**src/rtl/led_pkg.sv**
```systemverilog
// Shared definitions for the LED-side event indicators: blink FSM states and
// board timing constants (also used by the button debouncer threshold).
package led_pkg;

    typedef enum logic [1:0] {
        IDLE = 2'd0,
        ON   = 2'd1,
        GAP  = 2'd2
    } led_state_t;

    localparam int unsigned CLK_HZ      = 100_000_000;
    localparam int unsigned BLINK_100MS = 10_000_000;

    function automatic int unsigned max_u(input int unsigned a, input int unsigned b);
        return (a > b) ? a : b;
    endfunction

endpackage

```
**src/rtl/pulse_to_led_down_timer.sv**
```systemverilog
// Loadable down-counter: loads on request, then counts down and rests at zero.
// `expired` flags the final counted cycle (value of 1).
module down_timer #(
    parameter int unsigned WIDTH = 8
) (
    input  logic             clk,
    input  logic             rst_n,
    input  logic             load,
    input  logic [WIDTH-1:0] load_value,
    output logic [WIDTH-1:0] value,
    output logic             expired
);

    always_ff @(posedge clk or negedge rst_n) begin
        if (!rst_n) begin
            value <= '0;
        end else if (load) begin
            value <= load_value;
        end else if (value != '0) begin
            value <= value - WIDTH'(1);
        end
    end

    always_comb begin
        expired = (value == WIDTH'(1));
    end

endmodule

```
**src/rtl/pulse_to_led.sv**
```systemverilog
// Turns single-cycle event strobes into visible LED blinks (on, then forced gap),
// queueing strobes that arrive mid-blink in a saturating pending counter.
module pulse_to_led
    import led_pkg::*;
#(
    parameter int unsigned ON_CYCLES  = BLINK_100MS,
    parameter int unsigned GAP_CYCLES = BLINK_100MS,
    parameter int unsigned CNT_W      = 4
) (
    input  logic             clk,
    input  logic             rst_n,
    input  logic             pulse_in,
    input  logic             ovf_clr,
    output logic             led,
    output logic             busy,
    output logic [CNT_W-1:0] pending,
    output logic             overflow
);

    localparam int unsigned         MAX_CYCLES = max_u(ON_CYCLES, GAP_CYCLES);
    localparam int unsigned         TW         = $clog2(MAX_CYCLES) + 1;
    localparam logic [TW-1:0]       ON_LOAD    = TW'(ON_CYCLES);
    localparam logic [TW-1:0]       GAP_LOAD   = TW'(GAP_CYCLES);
    localparam logic [CNT_W-1:0]    PEND_MAX   = '1;

    led_state_t      state;
    logic            start_on;
    logic            to_gap;
    logic            to_idle;
    logic            inc;
    logic            dec;
    logic            drop;
    logic            timer_load;
    logic [TW-1:0]   timer_load_value;
    logic [TW-1:0]   timer_value;
    logic            timer_expired;

    down_timer #(
        .WIDTH(TW)
    ) u_timer (
        .clk        (clk),
        .rst_n      (rst_n),
        .load       (timer_load),
        .load_value (timer_load_value),
        .value      (timer_value),
        .expired    (timer_expired)
    );

    // A pulse not consumed to start a blink is queued, or dropped when saturated.
    always_comb begin
        start_on = 1'b0;
        to_gap   = 1'b0;
        to_idle  = 1'b0;
        inc      = 1'b0;
        dec      = 1'b0;
        drop     = 1'b0;
        unique case (state)
            IDLE: begin
                start_on = pulse_in;
            end
            ON: begin
                to_gap = timer_expired;
                if (pulse_in) begin
                    inc  = (pending != PEND_MAX);
                    drop = (pending == PEND_MAX);
                end
            end
            GAP: begin
                if (timer_expired && pending != '0) begin
                    dec      = 1'b1;
                    start_on = 1'b1;
                    if (pulse_in) begin
                        inc  = (pending != PEND_MAX);
                        drop = (pending == PEND_MAX);
                    end
                end else if (timer_expired) begin
                    start_on = pulse_in;
                    to_idle  = !pulse_in;
                end else if (pulse_in) begin
                    inc  = (pending != PEND_MAX);
                    drop = (pending == PEND_MAX);
                end
            end
            default: begin
                to_idle = 1'b1;
            end
        endcase
    end

    always_comb begin
        timer_load       = start_on | to_gap;
        timer_load_value = start_on ? ON_LOAD : GAP_LOAD;
    end

    always_ff @(posedge clk or negedge rst_n) begin
        if (!rst_n) begin
            state    <= IDLE;
            led      <= 1'b0;
            busy     <= 1'b0;
            pending  <= '0;
            overflow <= 1'b0;
        end else begin
            if (start_on) begin
                state <= ON;
                led   <= 1'b1;
                busy  <= 1'b1;
            end else if (to_gap) begin
                state <= GAP;
                led   <= 1'b0;
            end else if (to_idle) begin
                state <= IDLE;
                led   <= 1'b0;
                busy  <= 1'b0;
            end

            if (inc && !dec) begin
                pending <= pending + CNT_W'(1);
            end else if (dec && !inc) begin
                pending <= pending - CNT_W'(1);
            end

            if (drop) begin
                overflow <= 1'b1;
            end else if (ovf_clr) begin
                overflow <= 1'b0;
            end
        end
    end

endmodule

```
**config.mk**
```make
export PLATFORM = sky130hd
export DESIGN_NAME = pulse_to_led
export DESIGN_NICKNAME = d
export VERILOG_FILES = /design/src/rtl/led_pkg.sv /design/src/rtl/pulse_to_led_down_timer.sv /design/src/rtl/pulse_to_led.sv
export SDC_FILE = /design/constraint.sdc
export NUM_CORES = 1
export LEC_CHECK = 0
export ABC_AREA = 1
export CORE_UTILIZATION = 45
export CTS_BUF_LIST = sky130_fd_sc_hd__clkbuf_4
export DETAILED_ROUTE_END_ITERATION = 12
export PLACE_DENSITY = 0.68
export SLEW_MARGIN = 20
export SYNTH_ARGS = -nofsm -noshare
export SYNTH_HDL_FRONTEND = slang
export SYNTH_SLANG_ARGS = --single-unit
```
**constraint.sdc**
```tcl
create_clock -name clk -period 5.97 [get_ports clk]
set_input_delay 1.194 -clock clk [delete_from_list [all_inputs] [get_ports clk]]
set_output_delay 1.194 -clock clk [all_outputs]
set_load 0.05 [all_outputs]
```
# Yosys cells after proc, flatten, opt, wreduce, memory -nomap -nowiden
# Cells that the tools add are included.
# totals
out_inout_bits,7
regBits,34
inputBits,4
word_cells,63
# op_classes
n_eq_ne,6
n_bitwise,1
reduce_logical,16
addsub,3
n_mux,31
# op_table
operator,count
$mux W25,2
$eq A25 B1 Y1 const B,1
$reduce_bool A25 Y1,1
$sub A25 B1 Y25 const B,1
$mux W1,20
$mux W4,2
$pmux W1 S2,4
$reduce_bool A2 Y1,4
$mux W2,3
$add A4 B1 Y4 const B,1
$eq A4 B4 Y1 const B,1
$ne A4 B4 Y1 const B,1
$reduce_bool A4 Y1,1
$sub A4 B1 Y4 const B,1
$logic_and A1 B1 Y1,3
$logic_not A1 Y1,3
$reduce_bool A3 Y1,1
$eq A2 B1 Y1 const B,1
$eq A2 B2 Y1 const B,1
$logic_not A2 Y1,1
$ne A2 B2 Y1 const B,1
$reduce_and A2 Y1,1
$reduce_or A2 Y1,1
$or A1 B1 Y1,1

# Longest topological paths before layout
# Gate-level depths: netlist of run 1.
# depth
depth_word,9
depth_mapped,19
depth_no_buf,19

# By module
# A second synthesis of run 1 with hierarchy kept.
# hier_totals
hier_cells,359
hier_area_um2,2469.9
# by_module_without_submodules
module,area_per_inst_um2,instances,cells_each
down_timer,1834.3,1,276
pulse_to_led,635.6,1,83

# Worst setup path before layout of run 1
# OpenSTA, ideal clock, no wires.
# synth_path
path_type,input port to flip-flop
from,input port pulse_in
to,register pending[3]
path_stages,12
n_path_buf,0
arrival_time_ns,2.437
slack_ns,3.406
path_cell_list,nand2_1 inv_1 nand2_1 nor2_1 ha_1 inv_1 ha_1 a21oi_1 o21ai_0 xor2_1 nand2_1 o21ai_0
# synth_via
elab_chain_cells,7
word_cells_on_any_way,9
cone_classes,5 x mux; 4 x reduce/logical
# synth_rtl
item,line_no,text
"start, declared",pulse_to_led.sv:12,"input logic pulse_in,"
$mux W1 *,"pulse_to_led.sv:63, pulse_to_led.sv:72, pulse_to_led.sv:79",
$mux W1,pulse_to_led.sv:76,end else if (timer_expired) begin
$mux W1,pulse_to_led.sv:69,if (timer_expired && pending != '0) begin
$pmux W1 S2 *,pulse_to_led.sv:57,unique case (state)
$logic_not A1 Y1,pulse_to_led.sv:118,end else if (dec && !inc) begin
$logic_and A1 B1 Y1,pulse_to_led.sv:118,
$reduce_bool A2 Y1 (no source line),n/a,
"end signal, assigned",pulse_to_led.sv:117,pending <= pending + CNT_W'(1);
"end signal, assigned",pulse_to_led.sv:119,pending <= pending - CNT_W'(1);
"end, declared",pulse_to_led.sv:16,"output logic [CNT_W-1:0] pending,"
# Mark *: on every way between the ends. The rest lies on a longest branch, timed or not.
# A chain may end at the register's enable or synchronous reset.

# Final worst setup path of run 1
# Same ends and word-level chain as after synthesis.

==> results_dict.tcl, run 1 <==
set metrics [dict create \
    asyncSetResetFlopFracSynth_pct 100.0 \
    post_route_cells_drive_above_1_share_pct 11.24 \
    cts_htree_levels 2 \
    critical-path-top-delay-family "buffers and inverters" \
    cp.buffers_inverters 3 \
    clk-insertion-delay-late_ns 0.34 \
    filler_cells_inserted 502 \
    count_of_cell_types_in_the_netlist 27 \
    worst_path_max_delay_cell "clkdlybuf4s50_1" \
    wl_final_mm 4.438 \
    avgSynthCellArea_um2 7.139 \
    ys_seq_area_share_pct 35.81 \
    grt_antenna_before_repair 0 \
    antennaDiodeCount 0 \
    layout.cells.non_filler 405 \
    leakagePower_nw 1.250 \
    vias 1902 \
    first_global_vias 1789 \
    power_total_uw 893.5 \
    ff_latch_area_um2 825.8 \
    tightestPinTransition_ns 0.8676 \
    detail_route.first_pass.iterations 5 \
    post_cts_resize_count 0 \
    clock_tree_from_tritoncts "yes" \
    grtUsageTotal_pct 18.75 \
    final-hold-violation-count 0 \
    worstSetupPathType "in2reg" \
    floorplan.initialDensity_pct 47.87 \
    drv.max_cap_violation_count 0 \
    slew_headroom_pct 41.99 \
    synth_top_area_share_pct 35.81 \
    clkSlewWorstSetupHoldPaths_ns 0.11 \
    setup_slack_ns 3.137 \
    multiInputGateArea_mm2 0.001236 \
    synthTopCellsByCount "91 x nand2_1, 53 x inv_1, 45 x nor2_1" \
    clock_skew_ns 0.007948 \
    timing.critical_path.cells "clkdlybuf4s50_1 > nand2_1 > inv_1 > nand2_1 > nor2_1 > ha_1 > inv_1 > ha_1 > a21oi_1 > o21ai_0 > xor2_1 > nand2_1 > o21ai_0" \
    syn_area_mm2 0.002306 \
    power.density_mw_per_mm2 355.8 \
    grt_first_pass_wirelength_mm 7.721 \
    synth_seq_cells 33 \
    detail_route.drc_violations 0 \
    final.period_utilization_pct 47.45 \
    cts_setup_buffers 0 \
    timing.critical_path.slowest_cell_delay_ns 0.53 \
    top_level_ports 11 \
    outcome "complete, no violations" \
    post_synth_xor_area_fraction_pct 4.938 \
    vdd_drop_max_mv 0.3222 \
    drt-initial-drc-count 59 \
    dp.cells 397 \
    cts-hold-fix-buffers 0 \
    buffer_ports.inserted 10 \
    rsz0062_at_grt "false" \
    cell_area_after_placement_mm2 0.002456 \
    wl_per_cell_um 10.96 \
    average_via_count_per_standard_cell 4.696 \
    pre_cts_ws_ns 2.739 \
    post_synth_fa_ha_maj_area_fraction_pct 5.751 \
    gp_congestion 0.8038 \
    cts_max_path_buffers 2 \
    worstSetupEndpointType "flop" \
    floorplan.die.width_um 73.59 \
    post-route-min-period_ns 2.833 \
    combinational_family_with_the_most_area_after_synthesis "simple AND/OR/NAND/NOR gates" \
    cts_root_buf "clkbuf_4" \
    fin_tns_setup_ns 0 \
    syn_nets 337 \
    required_time_of_the_critical_path_ns 6.21 \
    slew_violations 0 \
    synth-compound-area-share_pct 3.093 \
    synth_warnings 0 \
    top_fanout_value_on_the_critical_path 4 \
    route.antenna.remaining_nets 0 \
    timing.critical_path.arrival_ns 3.07 \
    final_net_count 351 \
    core_area_mm2 0.004817 \
    ys_top_cells_by_area "dfrtp_1 36%, nand2_1 15%, inv_1 8.6%, nor2_1 7.3%, ha_1 4.9%" \
    synth_cells 323 \
    most_frequent_cell_after_synthesis "nand2_1" \
    max_freq_mhz 353.0 \
    floorplan_row_count 25 \
    overflow 0 \
    finalSetupViolCount 0 \
    number_of_enable_flip_flop_cells_after_synthesis 0 \
    cts_num_sinks 33 \
    netlist.top_cell.by_area "dfrtp_1" \
    post_synth_and_or_nand_nor_area_fraction_pct 39.83 \
    synth_flop_cell "dfrtp_1" \
    die_y_um 73.59 \
    cpMostUsedCell "nand2_1" \
    die_area_mm2 0.005415 \
    tritoncts.num_buffers 5 \
    maximum_number_of_pins_on_one_net_before_global_route_repair 34 \
    area_delta_synth_final_pct 8.899 \
    dp_hpwl_mm 3.264 \
    final_design_instance_area_without_fill_mm2 0.002511 \
    holdCritPathClass "reg2reg" \
    synth.mux.area_fraction_pct 0 \
    element_type_at_the_critical_path_start "input pin" \
]
-- cells by family (layout without fill, tap and decap cells) --
| family | after synthesis | after routing |
|---|---|---|
| AO/OA/AOI/OAI | 13 | 13 |
| XOR/XNOR | 13 | 13 |
| adder cells (fa/ha/maj) | 10 | 10 |
| buffers and inverters | 58 | 73 |
| flip-flops | 33 | 33 |
| AND/OR/NAND/NOR | 196 | 196 |
-- through the flow --
stage / hold slack [ns] / utilization [%]
floorplan: 0.5045 / -
global placement: 0.5201 / 50.99
detailed placement: 0.5322 / 50.99
CTS: 0.5571 / 52.13
global route: 0.5736 / 52.13
finish: 0.5451 / 52.13
-- cell type report --
type	instances	area share (%)
flip-flops and latches	33	32.88
repair buffers	11	4.285
well taps	67	3.338
clock buffers	6	1.794
inverters	54	8.072
clock inverters	2	0.3986
multi-input cells	232	49.23
-- sequential cells by signal, summed over array words and instances, names as in the netlist --
register	cells
busy	1
overflow	1
pending	4
state	2
u_timer.value	25
-- final timing paths --
| kind | slack [ns] | endpoint | start | cells past startpoint |
|---|---|---|---|---|
| max | 3.14 | pending[3]$_DFFE_PN0P_ | pulse_in | 13 |
| min | 0.55 | overflow$_DFFE_PN0P_ | overflow$_DFFE_PN0P_ | 2 |
| max reg2reg | 3.34 | pending[3]$_DFFE_PN0P_ | u_timer.value[1]$_DFFE_PN0P_ | 19 |
| min reg2reg | 0.55 | overflow$_DFFE_PN0P_ | overflow$_DFFE_PN0P_ | 2 |
| max in group asynchronous | 4.40 | u_timer.value[19]$_DFFE_PN0P_ | rst_n | 2 |
| min in group asynchronous | 1.25 | u_timer.value[0]$_DFFE_PN0P_ | rst_n | 2 |
-- placed cells by master (no fill, tap or decap), drive strengths merged --
cell type and instances:
inv 54, clkdlybuf4s50 10, clkbuf 6, nand2 97, o2111ai 1, xor2 9, o21bai 1, a21oi 2
clkinv 2, dfrtp 33, nand3b 4, buf 1, nor3 2, o21ai 9, nor4 1, nand3 19
xnor2 4, ha 9, nor2 64, fa 1, nand4 9
-- power breakdown --
part	switching, mW	internal, mW
clock	0.0824	0.0494
combinational	0.280	0.158
sequential	0.0512	0.272
total	0.413	0.480
-- worst reg2reg max path: cells and delay by family (launching register included) --
kind            cells  cell delay, ns
compound gates      4            0.45
xor+xnor            1            0.15
fa+ha+maj           3            0.66
buf+inv             3            0.27
flops               1            0.37
simple gates        8            0.60
-- per-layer routing --
| layer | routed length (um) | share of wire [%] | vias to the layer above | global-route usage (%) |
|---|---|---|---|---|
| li1 | - | - | 1008 | - |
| met1 | 2284 | 51 | 859 | 24.37 |
| met2 | 1952 | 44 | 27 | 30.48 |
| met3 | 124 | 2.8 | 8 | 3.155 |
| met4 | 77 | 1.7 | 0 | 8.547 |
| met5 | 0 | 0 | - | 0 |
(Power assumes the default switching activity.)
==> run 2, diff against run 1 <==
- PLACE_DENSITY: 0.68 -> 0.71
- clock period: 5.97 -> 2.4 ns (I/O delays scaled with it)
==> results_dict.tcl, run 2 (synthesis results as in run 1) <==
set metrics [dict create \
    outcome "complete, no violations" \
    clk-insertion-delay-late_ns 0.34 \
    leakagePower_nw 1.388 \
    dp.cells 423 \
    r2r_setup_slack_ns 0.07 \
    r2r_endpoint "pending[3]$_DFFE_PN0P_" \
    final-hold-violation-count 0 \
    worstSetupPathType "reg2reg" \
    max_freq_mhz 429.8 \
    floorplan.initialDensity_pct 47.87 \
    top_fanout_value_on_the_critical_path 4 \
    multiInputGateArea_mm2 0.001300 \
    worst_setup_path_endpoint "pending[3]$_DFFE_PN0P_" \
    power.switching_mw 1.124 \
    comb_power_share_pct 55.1 \
    element_type_at_the_critical_path_start "flop" \
    power.density_mw_per_mm2 898.9 \
    layout.cells.most_common "nand2_1" \
    required_time_of_the_critical_path_ns 2.63 \
    sequentialPowerShare_pct 31.7 \
    top_level_ports 11 \
    grtUsageTotal_pct 20.63 \
    worstReg2RegStart "u_timer.value[3]$_DFFE_PN0P_" \
    p_clk_share_pct 13.2 \
    floorplan_row_count 25 \
    tightestPinTransition_ns 0.4939 \
    netSwitchingFraction_pct 44.79 \
    layout.cells.most_common_list "90 x nand2_1, 51 x inv_1, 43 x nor2_1, 31 x dfrtp_1, 28 x buf_4" \
    timing.critical_path.slowest_cell_delay_ns 0.41 \
    vdd_drop_max_mv 0.7776 \
    tritoncts.num_buffers 5 \
    maximum_number_of_pins_on_one_net_before_global_route_repair 34 \
    gp_congestion 0.8145 \
    finalCoreUtilization_pct 57.97 \
    buffer_ports.inserted 10 \
    cp-startpoint "u_timer.value[3]$_DFFE_PN0P_" \
    holdCritPathClass "in2async" \
    core_area_mm2 0.004817 \
    cts_max_path_buffers 2 \
    cts_root_buf "clkbuf_4" \
    average_via_count_per_standard_cell 4.783 \
    cts-hold-fix-buffers 0 \
    slew_violations 0 \
    first_global_vias 1970 \
    number_of_flip_flops_in_the_largest_register 25 \
    post_route_cells_drive_above_1_share_pct 21.58 \
    dp_hpwl_mm 3.636 \
    vias 2071 \
    worst_path_max_delay_cell "dfrtp_1" \
    filler_cells_inserted 476 \
    die_area_mm2 0.005415 \
    post-route-min-period_ns 2.327 \
    grt_antenna_before_repair 0 \
    finalSetupViolCount 0 \
    cellInternalPower_mw 1.386 \
    clock_tree_from_tritoncts "yes" \
    wl_per_cell_um 11.58 \
    overflow 0 \
    cts_htree_levels 2 \
    route.antenna.remaining_nets 0 \
    die_y_um 73.59 \
    final.period_utilization_pct 96.95 \
    ff_latch_area_um2 828.3 \
    cpMostUsedCell "nand2_1" \
    cts_num_sinks 33 \
    fin_tns_setup_ns 0 \
    clkSlewWorstSetupHoldPaths_ns 0.11 \
    detail_route.first_pass.iterations 4 \
    floorplan.die.width_um 73.59 \
    reg2reg_depth 17 \
    biggestRegsByFlops "u_timer.value x25, pending x4, state x2" \
    drt-initial-drc-count 116 \
    layout.cells.non_filler 433 \
    slew_headroom_pct 66.97 \
    timing.critical_path.arrival_ns 2.55 \
    wl_final_mm 5.016 \
    largest_register "u_timer.value" \
    worstSetupEndpointType "flop" \
    clock_skew_ns 0.01370 \
    final_net_count 379 \
    grt_first_pass_wirelength_mm 8.452 \
    drv.max_cap_violation_count 0 \
    detail_route.drc_violations 0 \
    area_delta_synth_final_pct 21.11 \
    rsz0062_at_grt "true" \
    timing.critical_path.cells "nor2_1 > nand2_1 > nor2_2 > nand3_2 > o21ai_2 > nand2_1 > nand2_1 > nor2_1 > ha_2 > inv_2 > buf_6 > ha_4 > nand2_2 > o21ai_2 > xor2_1 > nand2_1 > o21ai_1" \
    antennaDiodeCount 0 \
]
-- run 2: changes by cell type in the layout (fill, tap and decap cells not counted), moves of 3 or more --
cell / delta
buf_4: +27
o21ai_0: -5
ha_1: -4
ha_4: +3
o21ai_1: +3
-- run 2: through the flow --
stage / cell area [um^2] / hold slack, ns / setup slack, ns / total power, mW
floorplan: 2311 / 0.1844 / 0.005882 / 1.665
global placement: 2656 / 0.5134 / 0.02567 / 2.021
detailed placement: 2656 / 0.5222 / -0.04077 / 2.061
CTS: 2715 / 0.5369 / 0.009342 / 2.405
global route: 2793 / 0.5626 / -0.1230 / 2.743
finish: 2793 / 0.5278 / 0.07309 / 2.510
-- run 2: power groups by stage --
stage | logic, mW | clock network (mW) | registers (mW)
floorplan | 0.694 | 0 | 0.972
global placement | 1.23 | 0 | 0.793
detailed placement | 1.27 | 0 | 0.796
CTS | 1.28 | 0.341 | 0.786
global route | 1.56 | 0.364 | 0.817
finish | 1.38 | 0.331 | 0.796
-- run 2: how the worst min path moves through the flow --
| stage | to | slack, ns | cells past startpoint |
|---|---|---|---|
| 6_report | u_timer.value[5]$_DFFE_PN0P_ | 0.53 | 2 |
| 5_1_grt | pending[0]$_DFFE_PN0P_ | 0.56 | 1 |
| 4_1_cts | pending[0]$_DFFE_PN0P_ | 0.54 | 1 |
| 3_5_place_dp | pending[0]$_DFFE_PN0P_ | 0.52 | 1 |
| 3_3_place_gp | pending[0]$_DFFE_PN0P_ | 0.51 | 1 |
| 2_1_floorplan | busy$_DFFE_PN0P_ | 0.18 | 0 |
-- run 2: repair_timing --
action / 4_1_cts / 5_1_grt
setup buffers: 0 / 2
setup endpoints to repair: 1 / 3
pin swaps: 1 / 10
gates resized for setup: 3 / 15
-- run 2: metal layers --
| layer | wire length [um] | global-route usage, % | vias to the layer above |
|---|---|---|---|
| met5 | 0 | 0 | - |
| met4 | 53 | 7.692 | 0 |
| met3 | 206 | 4.252 | 6 |
| met2 | 2461 | 35.27 | 45 |
| met1 | 2295 | 25.54 | 954 |
| li1 | - | - | 1066 |
-- run 2: worst max-delay path: cells and delay by family, from the launching register on --
family	cells	cell delay, ns
buffers and inverters	2	0.19
XOR/XNOR	1	0.14
flip-flops	1	0.41
AO/OA/AOI/OAI	3	0.24
adder cells (fa/ha/maj)	2	0.38
AND/OR/NAND/NOR	9	0.85
-- run 2: layout make-up --
cell class              instances  area share (%)
multi-input cells             232           46.55
flip-flops and latches         33           29.66
repair buffers                 39           11.51
inverters                      54           7.258
well taps                      67           3.002
clock buffers                   7           1.882
clock inverters                 1          0.1344
==> run 3, diff against run 2 <==
- CORE_MARGIN: unset -> 3
==> results_dict.tcl, run 3 (synthesis results as in run 1) <==
set metrics [dict create \
    pre_cts_ws_ns -0.09647 \
    worstSetupEndpointType "flop" \
    layout.cells.most_common_list "91 x nand2_1, 50 x inv_1, 44 x nor2_1, 33 x buf_4, 31 x dfrtp_1" \
    wl_final_mm 4.915 \
    worst_path_max_delay_cell "dfrtp_1" \
    post_route_cells_drive_above_1_share_pct 22.37 \
    drt-initial-drc-count 107 \
    grt_first_pass_wirelength_mm 8.666 \
    final-hold-violation-count 0 \
    fin_tns_setup_ns 0 \
    grt_antenna_before_repair 0 \
    floorplan.initialDensity_pct 47.56 \
    finalSetupViolCount 0 \
    cts_num_sinks 33 \
    setup_slack_ns 0.02360 \
    top_fanout_value_on_the_critical_path 3 \
    tightestPinTransition_ns 0.4973 \
    number_of_flip_flops_in_the_largest_register 25 \
    clkSlewWorstSetupHoldPaths_ns 0.11 \
    cts_max_path_buffers 2 \
    maximum_number_of_pins_on_one_net_before_global_route_repair 34 \
    power.density_mw_per_mm2 880.6 \
    largest_register "u_timer.value" \
    outcome "complete, no violations" \
    top_level_ports 11 \
    multiInputGateArea_mm2 0.001281 \
    overflow 0 \
    route.antenna.remaining_nets 0 \
    vias 2080 \
    core_area_mm2 0.004848 \
    die_y_um 77.59 \
    layout.cells.non_filler 438 \
    final_net_count 384 \
    first_global_vias 2043 \
    clock_skew_ns 0.01909 \
    cts_htree_levels 2 \
    tritoncts.num_buffers 5 \
    detail_route.first_pass.iterations 4 \
    gp_congestion 0.8184 \
    floorplan_row_count 25 \
    dp_hpwl_mm 3.685 \
    antennaDiodeCount 0 \
    max_freq_mhz 420.8 \
    final.period_utilization_pct 99.02 \
    post-route-min-period_ns 2.376 \
    cts_root_buf "clkbuf_4" \
    drv.max_cap_violation_count 0 \
    biggestRegsByFlops "u_timer.value x25, pending x4, state x2" \
    ff_latch_area_um2 828.3 \
    required_time_of_the_critical_path_ns 2.65 \
    fin_worst_hold_slack_ns 0.5247 \
    wl_per_cell_um 11.22 \
    layout.cells.most_common "nand2_1" \
    clk-insertion-delay-late_ns 0.35 \
    average_via_count_per_standard_cell 4.749 \
    die_area_mm2 0.006019 \
    filler_cells_inserted 474 \
    holdCritPathClass "reg2reg" \
    cpMostUsedCell "nand2_1" \
    area_delta_synth_final_pct 22.08 \
    timing.critical_path.cells "inv_2 > ha_4 > inv_2 > nor2_1 > nand2_1 > nor2_2 > nand3_2 > o21ai_2 > nand2_1 > nand2_1 > nor2_1 > ha_2 > inv_4 > ha_4 > a21oi_2 > o21ai_1 > xor2_1 > nand2_1 > o21ai_1" \
    power_total_mw 2.479 \
    slew_headroom_pct 66.74 \
    clock_tree_from_tritoncts "yes" \
    vdd_drop_max_mv 0.9311 \
    slew_violations 0 \
    worstSetupPathType "reg2reg" \
    rsz0062_at_grt "true" \
    timing.critical_path.arrival_ns 2.63 \
    buffer_ports.inserted 10 \
    floorplan.die.width_um 77.59 \
    element_type_at_the_critical_path_start "flop" \
    leakagePower_nw 1.410 \
    dp.cells 428 \
    timing.critical_path.slowest_cell_delay_ns 0.39 \
    detail_route.drc_violations 0 \
    grtUsageTotal_pct 17.97 \
]
[run 3: stage by stage]
stage          area, um^2  util (%)
2_1_floorplan        2311         -
3_3_place_gp         2694     55.56
3_5_place_dp         2694     55.56
4_1_cts              2766     57.06
5_1_grt              2815     58.06
6_report             2815     58.06
[run 3: routing by layer]
layer  up-vias  wire (um)  part of all wire, %  GRT usage, %
met2        25       2340                   48         30.65
met1       963       2336                   48         22.31
li1       1086          -                    -             -
met4         0         66                  1.3         6.050
met5         -          0                    0             0
met3         6        171                  3.5         3.944
[run 3: critical path, delay by kind of cell (launching register included)]
family / cells / cell delay (ns)
simple gates: 8 / 0.60
fa+ha+maj: 3 / 0.53
compound gates: 4 / 0.42
flops: 1 / 0.39
buf+inv: 3 / 0.17
xor+xnor: 1 / 0.15
[run 3: area by class of cell]
class | instances | area share, %
inverter | 54 | 7.289
clock inverter | 1 | 0.1778
clock buffer | 7 | 1.867
multi-input combinational | 232 | 45.51
sequential | 33 | 29.42
tap | 67 | 2.978
timing repair buffer | 44 | 12.76
[run 3: worst paths after layout]
kind,startpoint,to,slack (ns),cells after the start
min in group asynchronous,rst_n,u_timer.value[3]$_DFFE_PN0P_,0.54,2
hold reg to reg,pending[0]$_DFFE_PN0P_,pending[0]$_DFFE_PN0P_,0.52,1
hold / removal,pending[0]$_DFFE_PN0P_,pending[0]$_DFFE_PN0P_,0.52,1
setup / recovery,u_timer.value[1]$_DFFE_PN0P_,pending[3]$_DFFE_PN0P_,0.02,19
setup reg to reg,u_timer.value[1]$_DFFE_PN0P_,pending[3]$_DFFE_PN0P_,0.02,19
max in group asynchronous,rst_n,state[0]$_DFFE_PN0P_,1.52,2
[run 3: where the power goes]
part	total [mW]	internal (mW)	switching, mW	leakage [nW]
Clock	0.334	0.137	0.197	0.0361
Combinational	1.36	0.555	0.801	0.977
Sequential	0.789	0.681	0.108	0.397
[run 3: repair_timing]
| item | 4_1_cts | 5_1_grt |
|---|---|---|
| pin swaps | 1 | 12 |
| buffers inserted | 0 | 2 |
| resized for setup | 4 | 13 |
| hold buffers | 0 | 0 |
| endpoints found under the setup margin | 1 | 3 |
